**src/rtl/multu_unit.sv**
```systemverilog
// rtl/multu_unit.sv - unsigned 32x32 shift-add multiplier with HI/LO result registers
module multu_unit #(
    parameter logic [5:0] MULTU = 6'b011001,
    parameter logic [5:0] MFHI  = 6'b010000,
    parameter logic [5:0] MFLO  = 6'b010010
) (
    input  logic        clk,
    input  logic        reset,
    input  logic [31:0] dataA,
    input  logic [31:0] dataB,
    input  logic [5:0]  Signal,
    input  logic        start,
    output logic [31:0] dataOut,
    output logic        busy,
    output logic        done
);

    typedef enum logic [1:0] {IDLE, BUSY, DONE} state_t;

    state_t      state;
    logic [31:0] multiplicand;
    logic [63:0] product;
    logic [5:0]  iterCount;
    logic [31:0] hiReg;
    logic [31:0] loReg;
    logic [32:0] partialSum;
    logic [63:0] nextProduct;

    // Carry out of the upper-half add is kept and shifted back into bit 63.
    always_comb begin
        partialSum  = {1'b0, product[63:32]} + {1'b0, (product[0] ? multiplicand : 32'h0)};
        nextProduct = {partialSum, product[31:1]};
    end

    always_ff @(posedge clk or posedge reset) begin
        if (reset) begin
            state        <= IDLE;
            multiplicand <= 32'h0;
            product      <= 64'h0;
            iterCount    <= 6'd0;
            hiReg        <= 32'h0;
            loReg        <= 32'h0;
            busy         <= 1'b0;
            done         <= 1'b0;
        end else begin
            done <= 1'b0;
            case (state)
                IDLE: begin
                    if (start && (Signal == MULTU)) begin
                        multiplicand <= dataA;
                        product      <= {32'h0, dataB};
                        iterCount    <= 6'd0;
                        busy         <= 1'b1;
                        state        <= BUSY;
                    end
                end
                BUSY: begin
                    // All 32 iterations are complete once the counter reaches 32.
                    if (iterCount == 6'd32) begin
                        hiReg <= product[63:32];
                        loReg <= product[31:0];
                        busy  <= 1'b0;
                        done  <= 1'b1;
                        state <= DONE;
                    end else begin
                        product   <= nextProduct;
                        iterCount <= iterCount + 6'd1;
                    end
                end
                DONE: begin
                    state <= IDLE;
                end
                default: begin
                    busy  <= 1'b0;
                    state <= IDLE;
                end
            endcase
        end
    end

    always_comb begin
        dataOut = 32'h0;
        if (Signal == MFHI)
            dataOut = hiReg;
        else if (Signal == MFLO)
            dataOut = loReg;
    end

endmodule

```
**config.mk**
```make
export PLATFORM = sky130hd
export DESIGN_NAME = multu_unit
export DESIGN_NICKNAME = d
export VERILOG_FILES = /design/src/rtl/multu_unit.sv
export SDC_FILE = /design/constraint.sdc
export NUM_CORES = 1
export LEC_CHECK = 0
export CORE_ASPECT_RATIO = 0.5
export CORE_MARGIN = 2
export CORE_UTILIZATION = 28
export DETAILED_ROUTE_END_ITERATION = 10
export GPL_TIMING_DRIVEN = 0
export PLACE_DENSITY_LB_ADDON = 0.08
export SYNTH_ARGS = -nofsm -noshare
export SYNTH_HDL_FRONTEND = slang
export SYNTH_SLANG_ARGS = --single-unit
export TNS_END_PERCENT = 1
```
**constraint.sdc**
```tcl
create_clock -name clk -period 17.2 [get_ports clk]
set_input_delay 4.3 -clock clk [delete_from_list [all_inputs] [get_ports clk]]
set_output_delay 4.3 -clock clk [all_outputs]
set_load 0.02 [all_outputs]
```
==> run metrics, run 1 <==
status completed; R2R Path End product[61]$_DFFE_PP0P_; RSZ-0062 raised after global routing no; sequential share of power 41.4%; HP Start multiplicand[16]$_DFFE_PP0P_; post-synth top area share 46.83%; num ports 107; post-synthesis area per instance 10.24 um^2; pin count of the biggest net entering global routing 119; Post-CTS Hold Buffers 0; crit end category primary output; Sum Neg Setup Slack 0 ns; CP top delay family buffers and inverters; Max Cap Viol 0; fraction of registers with async set or reset after synthesis 100.0%; switching share of power 39.55%; Post-Layout Cell Count 1458; Netlist cell types 63; vias in the first global route 7108; critical path peak fanout 10; CP max stage cell clkdlybuf4s50_1; Initial DRT Pass Iterations 6; top-count cell post-synth dfrtp_1; Crit Path Class in2out; Tcrit/Tclk final 63.22%; setup repair bufs after CTS 0; P_int 0.0009844 W; CTS root buffer clkbuf_16; Slew Viols, Final 0; Logic pwr share 35.2%; Die Span Y 131.4 um; Worst Path Buf+Inv 4; Max Clk Rate 91.96 MHz; placement-stage cell area 0.01071 mm^2; post-synthesis sequential area ratio 46.83%; starting density of the core 28.54%; Avg Vias per Cell 4.761; Post-synth top cells dfrtp_1, nand2_1, mux2_2; Die X 258.7 um; GPL Wtd Cong 0.8352; Clk pin slew, worst setup/hold paths 0.06 ns; vias 6941; time the worst path needs with I/O delays and setup 10.87 ns; slowest stage delay, CP 0.65 ns; hold endpoint multiplicand[16]$_DFFE_PP0P_; H-Tree Level Count 4; reg2reg path depth 12; Post-synth EDFFs 0; dpl cells 1425; GRT Total Usage 16.30%; # clock sinks 170; Cell Chain, Critical Path clkdlybuf4s50_1, nor2_1, nand2_1, or3_1, clkbuf_1, clkbuf_1, nor2_1, clkdlybuf4s50_1; DP Wirelength 20380 um; DRT antenna net count 0; initial drt markers 402; arrival time at the worst endpoint 6.57 ns; CTS Buf Count 17; initial antenna violation count 0; slew margin rel. 47.22%; worst min path class reg2reg; r2r startpoint product[0]$_DFFE_PP0P_; post-synth top area cell dfrtp_1; fin area 0.01128 mm^2; cell area after synthesis 0.009084 mm^2; Hold Vio Cnt, Final 0; Setup Viol. Count Final 0; worst skew pair latency 0.45 ns; Area contributors post-synth dfrtp_1, mux2_2, nand2_1; Syn Nets 995; share of layout cells above drive strength 1 15.80%; worst hold stages 1; Setup Skew 0.01114 ns; P_leak 5.051 nW; total gr overflow 0; Nets 1120; first-pass GRT wire length 42280 um; switching power 0.0006441 W; Clock Power Share 23.4%; core area 0.03183 mm^2; CTS max path bufs 2; full die area 0.03399 mm^2; post-layout util 35.43%; Least-Margin Pin Slew 0.7916 ns; Tot Pwr 0.001629 W; Syn. warnings 0; drt drc 0; nature of the critical path startpoint input pin; CTS tree built; # rows 46; power per cell area 144.4 mW/mm^2; Area growth, synth to finish 24.15%; FF+latch count, synth 170; commonest register cell after synthesis dfrtp_1; Mapped Cells 887; port bufs 105; Peak supply drop 0.00006259 V; R2R Setup Slk 13.56 ns; number of instances resized during post-cts repair 0; WP data required 12.90 ns; WL/cell 18.25 um; final WL 26610 um
power groups by stage:
stage	clock, W	sequential, W	combinational, W
detailed placement	0	0.000682	0.000579
finish	0.000381	0.000675	0.000573
global placement	0	0.000680	0.000570
CTS	0.000394	0.000675	0.000582
global route	0.000410	0.000695	0.000648
floorplan	0	0.000612	0.000432
through the flow:
stage,hold slack [ns],worst slack (ns)
after floorplan,0.4546,7.490
after global placement,0.4860,5.591
after detailed placement,0.4905,6.254
after CTS,0.5055,6.244
after global routing,0.5102,6.173
final,0.4992,6.325
final cells by class:
class | count | area [um^2]
timing repair buffer | 106 | 1079
clock buffer | 18 | 429.2
antenna | 1 | 2.502
buffer | 51 | 221.5
fill | 3273 | 20550
inverter | 14 | 60.06
multi-input combinational | 652 | 4556
sequential | 170 | 4254
clock inverter | 14 | 135.1
tap | 432 | 540.5
cell usage in the layout, fill, tap and decap left out, types with 4 or more instances in the layout:
| cell | synthesis | final |
|---|---|---|
| mux2i_1 | 33 | 33 |
| nand2_1 | 120 | 120 |
| or3_1 | 4 | 4 |
| a21oi_1 | 23 | 23 |
| a32o_1 | 5 | 5 |
| mux2_2 | 96 | 96 |
| nand3_1 | 7 | 7 |
| nand2b_1 | 4 | 4 |
| clkbuf_16 | 0 | 17 |
| a21o_1 | 17 | 17 |
| nor2_1 | 89 | 89 |
| o21ai_0 | 34 | 34 |
| and2_1 | 37 | 37 |
| inv_6 | 0 | 5 |
| inv_1 | 14 | 13 |
| nor3_1 | 5 | 5 |
| xor2_1 | 14 | 14 |
| o21ai_1 | 9 | 9 |
| dfrtp_1 | 170 | 170 |
| clkbuf_1 | 34 | 35 |
| xnor2_1 | 13 | 13 |
| a31oi_1 | 38 | 38 |
| o21a_1 | 5 | 5 |
| clkdlybuf4s50_1 | 0 | 105 |
| ha_1 | 34 | 34 |
| and3_1 | 5 | 5 |
| buf_2 | 14 | 14 |
| nand4_1 | 9 | 9 |
state kept, by name, summed over array words and instances (netlist names):
signal and cells:
product 64, hiReg 32, busy 1, state 2, loReg 32, multiplicand 32, done 1, iterCount 6
cell families after synthesis:
group	Yosys count	synth area share [%]
XOR/XNOR	27	2.603
buffers and inverters	65	3.016
multiplexers	129	15.54
adder cells (fa/ha/maj)	35	4.904
AO/OA/AOI/OAI	173	13.13
flip-flops	170	46.83
AND/OR/NAND/NOR	288	13.98
worst max path at each step:
stage               cells past startpoint                      endpoint       from
global placement                        2  multiplicand[23]$_DFFE_PP0P_      reset
global route                            8                   dataOut[17]  Signal[5]
floorplan                               4                   dataOut[10]  Signal[1]
detailed placement                      8                    dataOut[5]  Signal[5]
CTS                                     8                    dataOut[5]  Signal[5]
finish                                  8                    dataOut[5]  Signal[5]
per-layer routing:
metal | GRT usage [%] | vias to the layer above | wire length (um)
met2 | 23.29 | 87 | 11240
li1 | - | 3380 | -
met4 | 4.592 | 0 | 313
met1 | 24.90 | 3457 | 14200
met3 | 2.778 | 17 | 861
met5 | 0 | - | 0
(Power assumes the default switching activity.)
==> run 2: changes to the inputs <==
clock period = 10.8 ns   (was 17.2 ns; I/O delays follow)
==> results of run 2 <==
The final DEF is identical to that of run 1. Status: completed.
Among the figures that moved: setup slack after placement 6.254 ns -> 3.054 ns; setup slack after layout 6.325 ns -> 3.125 ns; register-to-register setup slack 13.56 ns -> 7.16 ns; total power 0.001629 W -> 0.002594 W; worst IR drop on VDD 0.00006259 V -> 0.00009968 V
==> run 3: changes to the inputs <==
clock period = 7.3 ns   (was 10.8 ns; I/O delays follow)
==> results of run 3 <==
The final DEF is identical to that of run 1. Status: completed.
Among the figures that moved: setup slack after placement 6.254 ns -> 1.304 ns; setup slack after layout 6.325 ns -> 1.375 ns; register-to-register setup slack 13.56 ns -> 3.66 ns; total power 0.001629 W -> 0.003837 W; worst IR drop on VDD 0.00006259 V -> 0.0001475 V
